[src/rtl/lane_deskew_buffer.sv]
// Multi-lane deskew buffer: per-lane FIFOs absorb channel skew and emit a word once every lane has a beat.
// A skew timeout flushes partial words that wait too long.
module lane_deskew_buffer #(
    parameter int unsigned NumLanes  = 4,
    parameter int unsigned LaneWidth = 8,
    parameter int unsigned FifoDepth = 4,
    parameter int unsigned MaxSkew   = 8
) (
    input  logic                          clk_i,
    input  logic                          rst_ni,
    input  logic                          clear_i,
    input  logic [NumLanes-1:0]           lane_valid_i,
    input  logic [NumLanes*LaneWidth-1:0] lane_data_i,
    output logic                          valid_o,
    input  logic                          ready_i,
    output logic [NumLanes*LaneWidth-1:0] data_o,
    output logic [NumLanes-1:0]           overflow_o,
    output logic                          skew_err_o
);
    localparam int unsigned PtrW  = $clog2(FifoDepth);
    localparam int unsigned CntW  = PtrW + 1;
    localparam int unsigned SkewW = $clog2(MaxSkew + 1);

    typedef enum logic [1:0] {ST_IDLE, ST_WAIT, ST_ALIGNED} state_e;

    state_e               state_q, state_d;
    logic [LaneWidth-1:0] mem_q    [NumLanes][FifoDepth];
    logic [PtrW-1:0]      wr_ptr_q [NumLanes];
    logic [PtrW-1:0]      rd_ptr_q [NumLanes];
    logic [CntW-1:0]      count_q  [NumLanes];
    logic [CntW-1:0]      count_d  [NumLanes];
    logic [SkewW-1:0]     skew_cnt_q, skew_cnt_d;
    logic [NumLanes-1:0]  full, push, ovf_set, nonempty_d;
    logic                 pop, skew_flush, flush;

    // State always mirrors the registered lane occupancy, so ALIGNED means every lane has a head.
    assign valid_o    = (state_q == ST_ALIGNED);
    assign pop        = valid_o & ready_i;
    assign skew_flush = (state_q == ST_WAIT) && (skew_cnt_q == SkewW'(MaxSkew));
    assign flush      = clear_i | skew_flush;

    // Per-lane push/drop decision and next occupancy; a full lane only accepts when it pops too.
    always_comb begin
        full       = '0;
        push       = '0;
        ovf_set    = '0;
        nonempty_d = '0;
        for (int k = 0; k < NumLanes; k++) begin
            full[k]       = (count_q[k] == CntW'(FifoDepth));
            push[k]       = lane_valid_i[k] & ~flush & (~full[k] | pop);
            ovf_set[k]    = lane_valid_i[k] & ~flush & full[k] & ~pop;
            count_d[k]    = flush ? '0 : count_q[k] + CntW'(push[k]) - CntW'(pop);
            nonempty_d[k] = (count_d[k] != '0);
        end
    end

    // Skew controller next state, classified from next-cycle occupancy.
    always_comb begin
        state_d    = ST_IDLE;
        skew_cnt_d = '0;
        if (&nonempty_d) begin
            state_d = ST_ALIGNED;
        end else if (|nonempty_d) begin
            state_d = ST_WAIT;
        end
        if (state_d == ST_WAIT && state_q == ST_WAIT) begin
            skew_cnt_d = skew_cnt_q + SkewW'(1);
        end
    end

    always_ff @(posedge clk_i or negedge rst_ni) begin
        if (!rst_ni) begin
            state_q    <= ST_IDLE;
            skew_cnt_q <= '0;
            overflow_o <= '0;
            skew_err_o <= 1'b0;
            for (int k = 0; k < NumLanes; k++) begin
                wr_ptr_q[k] <= '0;
                rd_ptr_q[k] <= '0;
                count_q[k]  <= '0;
            end
        end else begin
            state_q    <= state_d;
            skew_cnt_q <= skew_cnt_d;
            if (clear_i) begin
                overflow_o <= '0;
                skew_err_o <= 1'b0;
            end else begin
                overflow_o <= overflow_o | ovf_set;
                if (skew_flush) begin
                    skew_err_o <= 1'b1;
                end
            end
            for (int k = 0; k < NumLanes; k++) begin
                count_q[k] <= count_d[k];
                if (flush) begin
                    wr_ptr_q[k] <= '0;
                    rd_ptr_q[k] <= '0;
                end else begin
                    if (push[k]) begin
                        wr_ptr_q[k] <= wr_ptr_q[k] + PtrW'(1);
                    end
                    if (pop) begin
                        rd_ptr_q[k] <= rd_ptr_q[k] + PtrW'(1);
                    end
                end
            end
        end
    end

    // Lane storage holds no control meaning, so it is left unreset.
    always_ff @(posedge clk_i) begin
        for (int k = 0; k < NumLanes; k++) begin
            if (push[k]) begin
                mem_q[k][wr_ptr_q[k]] <= lane_data_i[k*LaneWidth +: LaneWidth];
            end
        end
    end

    always_comb begin
        data_o = '0;
        for (int k = 0; k < NumLanes; k++) begin
            data_o[k*LaneWidth +: LaneWidth] = mem_q[k][rd_ptr_q[k]];
        end
    end

endmodule

[config.mk]
export PLATFORM = sky130hd
export DESIGN_NAME = lane_deskew_buffer
export DESIGN_NICKNAME = d
export VERILOG_FILES = /design/src/rtl/lane_deskew_buffer.sv
export SDC_FILE = /design/constraint.sdc
export NUM_CORES = 1
export LEC_CHECK = 0
export BUFFER_PORTS_ARGS = -buffer_cell sky130_fd_sc_hd__buf_2
export CAP_MARGIN = 20
export CORE_MARGIN = 3
export CORE_UTILIZATION = 60
export DETAILED_ROUTE_END_ITERATION = 7
export PLACE_DENSITY = 0.81
export SETUP_SLACK_MARGIN = 0.1
export SLEW_MARGIN = 20
export SYNTH_ARGS = -nofsm -noshare
export SYNTH_HDL_FRONTEND = slang
export SYNTH_SLANG_ARGS = --single-unit
export TNS_END_PERCENT = 100
[constraint.sdc]
create_clock -name clk_i -period 6 [get_ports clk_i]
set_clock_uncertainty 0.1 [all_clocks]
set_input_delay 0.3 -clock clk_i [delete_from_list [all_inputs] [get_ports clk_i]]
set_output_delay 0.3 -clock clk_i [all_outputs]
set_load 0.005 [all_outputs]
# After elaboration in Yosys (flattened, before gate mapping)
# Memory sizes are Yosys's and may differ from the RTL's.
# Cells that the tools add are included.
[word_totals]
register_bits = 39
mem_bits_rw = 128
input_bits = 40
output_inout_bits = 38
word_cells = 163
mem_count = 1
[op_classes]
n_addsub = 17
order_cmp = 12
n_eq_ne = 8
muxes = 54
bitwise_logic = 37
n_reduce_logical = 18
[mem_list]
columns = ["memory", "words", "width", "rd", "rd_ports_with_merged_regs", "write_ports", "line_no", "source"]
rows = [
  ["mem_q", 4, 32, 4, 0, 4, "27", "logic [LaneWidth-1:0] mem_q [NumLanes][FifoDepth];"],
]
[ops]
columns = ["operator", "count"]
rows = [
  ["2-to-1 mux 32 bit", 4],
  ["2-to-1 mux 8 bit", 12],
  ["binary-select mux 8 bit (select 2 bit)", 4],
  ["demux 8 bit (select 2 bit)", 4],
  ["2-to-1 mux 2 bit", 17],
  [">= comparator 3 bit, second input constant", 8],
  ["inverter 2 -> 3 bit", 8],
  ["AND 1 bit", 17],
  ["adder 2 x 1 -> 2 bit, second input constant", 8],
  ["adder 3 x 1 -> 3 bit", 4],
  ["== test 3 bit, second input constant", 4],
  ["less-than comparator 3 x 1 -> 1 bit, second input constant", 4],
  ["2-to-1 mux 3 bit", 4],
  ["nonzero test 2 bit", 6],
  ["nonzero test 3 bit", 4],
  ["subtractor 3 x 1 -> 3 bit", 4],
  ["2-to-1 mux 4 bit", 2],
  ["2-to-1 mux 1 bit", 7],
  ["logical AND 1 bit", 6],
  ["inverter 1 bit", 6],
  ["bitwise OR 1 bit", 5],
  ["adder 4 x 1 -> 4 bit, second input constant", 1],
  ["== test 2 x 1 -> 1 bit, second input constant", 2],
  ["== test 4 bit, second input constant", 1],
  ["other kinds (4)", 4],
]

# Longest topological paths before layout
[depth]
ltp_word = 16
mapped_depth = 17
depth_no_buf = 15

# Worst setup path after synthesis
# OpenSTA, ideal clock, no wires.
[synth_timing]
kind = "register to register"
start = "reg skew_cnt_q[0]"
end = "reg skew_cnt_q[1]"
setup_time_ns = 0.095
arrival_ns = 3.116
required_ns = 5.805
setup_slack_ns = 2.689
stages_incl_launch_ff = 18
path_buffers = 2
period_less_slack_ns = 3.311
cell_sequence = "dfrtp_1 > inv_1 > ha_1 > and3b_1 > a21o_1 > buf_2 > nor2_1 > inv_1 > ha_1 > inv_1 > ha_1 > inv_1 > fa_1 > xnor3_1 > nand3b_1 > and4_4 > buf_6 > nor4b_2"
[synth_between]
elab_chain_cells = 16
elab_cells_between_ends = 36
classes_between = "9 x add/sub; 2 x eq/ne; 7 x mux; 10 x bitwise; 8 x reduce/logical"
[synth_lines]
columns = ["item", "line_no", "source"]
rows = [
  ["start: declaration", "32", "logic [SkewW-1:0] skew_cnt_q, skew_cnt_d;"],
  ["start signal: assignment", "84", "skew_cnt_q <= skew_cnt_d;"],
  ["== test 4 bit", "39", "assign skew_flush = (state_q == ST_WAIT) && (skew_cnt_q == SkewW'(MaxSkew));"],
  ["logical AND 1 bit", "39", ""],
  ["bitwise OR 1 bit", "40", "assign flush = clear_i | skew_flush;"],
  ["inverter 1 bit", "50", "push[k] = lane_valid_i[k] & ~flush & (~full[k] | pop);"],
  ["AND 1 bit (2 in series)", "50", ""],
  ["adder 3 x 1 -> 3 bit", "52", "count_d[k] = flush ? '0 : count_q[k] + CntW'(push[k]) - CntW'(pop);"],
  ["subtractor 3 x 1 -> 3 bit", "52", ""],
  ["2-to-1 mux 3 bit", "52", ""],
  ["nonzero test 3 bit", "53", "nonempty_d[k] = (count_d[k] != '0);"],
  ["OR reduction 4 bit", "63", "end else if (|nonempty_d) begin"],
  ["2-to-1 mux 1 bit", "63", ""],
  ["2-to-1 mux 2 bit", "61", "if (&nonempty_d) begin"],
  ["== test 2 x 1 -> 1 bit", "66", "if (state_d == ST_WAIT && state_q == ST_WAIT) begin"],
  ["logical AND 1 bit", "66", ""],
  ["2-to-1 mux 4 bit *", "66", ""],
  ["net skew_cnt_d[1]", "32", ""],
]
# The timed path passes the listed nets; every way through them passes the cells marked *.
# A chain may end at the register's enable or synchronous reset.

# Worst setup path after layout
[layout_timing]
start = "reg skew_cnt_q[0]"
end = "reg skew_cnt_q[3]"
# The elaborated chain is that of the path after synthesis.

==> metrics.txt <==
status completed; num rows 38; CP endpoint kind register; I/O Pins slightly below 80; Setup Viol. Count Final 0; Crit Path Category register to register; final RePlAce weighted congestion between 0.8 and 0.9; Period minus WS final 3680 ps; pre-CTS setup slack roughly 2300 ps; ANT cells 0; post-detail-place hpwl 7.66 mm; R2R cell count 16; dominant cells by area after synthesis edfxtp_1, dfrtp_1, mux4_2, ha_1, and2_1; Detail Route Antenna Nets 0; Yosys top cell area share 55.4%; clock buffer depth 2; number of global-route vias before repair 3832; Overflow after GRT 0; Slew headroom just over 40%; Hold Path Class input pin to register; fin nets 565; measured slew at the worst slew-check pin 882 ps; crit path cell chain inv_1 > ha_1 > and3b_1 > a21o_1 > buf_4 > nor2_1 > inv_1 > ha_1 > inv_1 > ha_1 > inv_1 > fa_1 > xnor3_1 > nand3b_1 > nor4_4 > nor4_2; drt drc 0; register area share after synthesis a little over two thirds; initial DRC count approximately 270; largest net degree at the start of global routing 40; post_cts resized 0; initial antenna violation count 0; Routed WL around 12 mm; Netlist cell types 34; setup slack, reg-to-reg 2320 ps; drt wl/cell 18.0 um; hold path start lane_data_i[25]; Net Count, Synth around 460; mapped cell area 6940 um2; cells after synthesis slightly below 400; Tcrit/Tclk final 61.4%; die area 12900 um2; crit path DAT 3870 ps; Pins Over Slew Limit 0; synth warn 0; worst path bufs/invs 5; crit start category register; H-tree level count 4; CP endpoint skew_cnt_q[3]; Total Routing Usage GR 19.9%; Reg clk slew, reported paths roughly 60 ps; Yosys top cell by area edfxtp_1; Via density around 5.5; RSZ-0062 raised after global routing no; Critical path origin skew_cnt_q[0]; initial core utilization 62.7%; post-route setup slack 2320 ps; Max-cap violations 0; fmax ~0.27 GHz; first-pass GRT wire length 19.1 mm; cell area power density 330 nW/um2; Post-Syn Area per Cell 18.0 um2; peak supply drop 222 uV; Num CTS Buffers 17; Worst path depth 16; Fin. Hold Viols 0; worst path required time 6180 ps; drt first pass iters 4; Crit Reg-Reg Startpoint skew_cnt_q[0]; Die W approximately 110 um; total clock sinks 167; Top Family by Delay on Critical Path simple AND/OR/NAND/NOR gates; P_leak roughly 3.2 nW; crit-path most repeated cell inv_1; worst skew pair latency 420 ps; core box area roughly 11000 um2; crit-path max FO 29; fin area 8280 um2; I/O Buffers 77; capture point of the worst reg-to-reg path skew_cnt_q[3]; Post-DP Area between 7000 and 8000 um2; Die Ht 114 um; CTS tree yes; flops & latches, synth roughly 170; ratio of cells with drive above 1 in the final layout 29.1%; CP max stage delay 500 ps; Max stage delay cell, worst path nor4_4; area growth from synthesis to layout 19.3%; Clock Tree Root clkbuf_16; via count between 3000 and 4000; Post-Route Setup TNS 0 ps
## cell usage in the layout (no fill, tap or decap), types with 4 or more instances in the layout
cell and count:
clkbuf_16 17, nand3b_1 4, nand2_1 5, buf_2 77, ha_1 26, dfrtp_1 39
nor2_1 33, mux2i_1 4, a31oi_1 4, fa_1 4, mux4_2 32, inv_1 25
clkinv_2 4, edfxtp_1 128, dlygate4sd3_1 27, xnor3_1 4, xnor2_1 8, xor2_1 6
and2_1 21
## stage by stage
stage | hold slack, ps | power, mW | utilization (%) | std cells
floorplan | -95.6 | 1.61 | - | 385
global placement | 345 | 1.70 | 67.2 | 589
detailed placement | 362 | 1.72 | 67.2 | 589
CTS | 0.370 | 2.76 | 74.8 | 648
global route | 5.43 | 2.86 | 74.8 | 648
finish | 17.1 | 2.73 | 74.8 | 648
## registers in the layout (all words and copies together), names as in the netlist
signal / flops
count_q: 12
mem_q: 128
overflow_o: 4
rd_ptr_q: 8
skew_cnt_q: 4
skew_err_o: 1
state_q: 2
wr_ptr_q: 8
## worst min path at each step
stage | to | depth (start not counted)
global placement | wr_ptr_q[3] | 1
CTS | mem_q[3][22] | 1
floorplan | count_q[0] | 0
global route | mem_q[0][5] | 1
finish | mem_q[3][9] | 1
detailed placement | wr_ptr_q[3] | 1
## what timing repair did
item,in CTS,in global routing
hold buffers,27,0
endpoints found under the hold margin,140,0
setup buffers,0,0
## cell usage after synthesis
master / count
edfxtp_1: 128
dfrtp_1: 39
nor2_1: 33
mux4_2: 32
ha_1: 26
inv_1: 25
and2_1: 21
xnor2_1: 8
buf_2: 7
buf_1: 6
xor2_1: 6
nand2_1: 5
a31oi_1: 4
fa_1: 4
mux2i_1: 4
nand3b_1: 4
xnor3_1: 4
nor2b_1: 3
nor3_1: 3
nor4_1: 3
o41ai_2: 3
a21oi_1: 2
and3b_1: 2
nand3_1: 2
nor4_2: 2
a21o_1: 1
and4_4: 1
buf_6: 1
clkbuf_1: 1
nand2b_1: 1
nand3b_2: 1
nor4_4: 1
nor4b_2: 1
o31ai_2: 1
## worst register-to-register path: stages (launching register included)
cell and delay, ps:
dfrtp_1 400, inv_1 60, ha_1 210, and3b_1 210
a21o_1 180, buf_4 220, nor2_1 250, inv_1 70
ha_1 270, inv_1 50, ha_1 130, inv_1 50
fa_1 370, xnor3_1 230, nand3b_1 160, nor4_4 500
nor4_2 100
## final cells by class
| type | count | area, um2 |
|---|---|---|
| timing repair buffer | 106 | 671 |
| fill | 674 | 2800 |
| clock buffer | 22 | 464 |
| clock inverter | 10 | 103 |
| multi-input combinational | 178 | 1960 |
| sequential | 167 | 4820 |
| tap | 140 | 175 |
| inverter | 25 | 93.8 |
## power by group
| group | internal [mW] | switching [mW] |
|---|---|---|
| registers | 1.33 | 0.0461 |
| logic | 0.160 | 0.171 |
| clock network | 0.628 | 0.399 |
| total | 2.12 | 0.617 |
## cell families after synthesis
family | count (synthesis) | share of synthesized area (%)
buffers and inverters | 40 | 2.40
AND/OR/NAND/NOR | 83 | 6.83
XOR/XNOR | 18 | 3.06
multiplexers | 36 | 11.0
AO/OA/AOI/OAI | 11 | 1.50
adder cells (fa/ha/maj) | 30 | 5.84
flip-flops | 167 | 69.4
## routing by layer
layer  up-vias  GRT usage (%)  part of all wire [%]
li1       1661              -                     -
met1      1807           26.4                    44
met2        94           31.6                    50
met3        13           4.88                   4.6
met4         0           8.97                   1.6
met5         -              0                     0
Note: power is estimated with default switching activity, not from simulation.
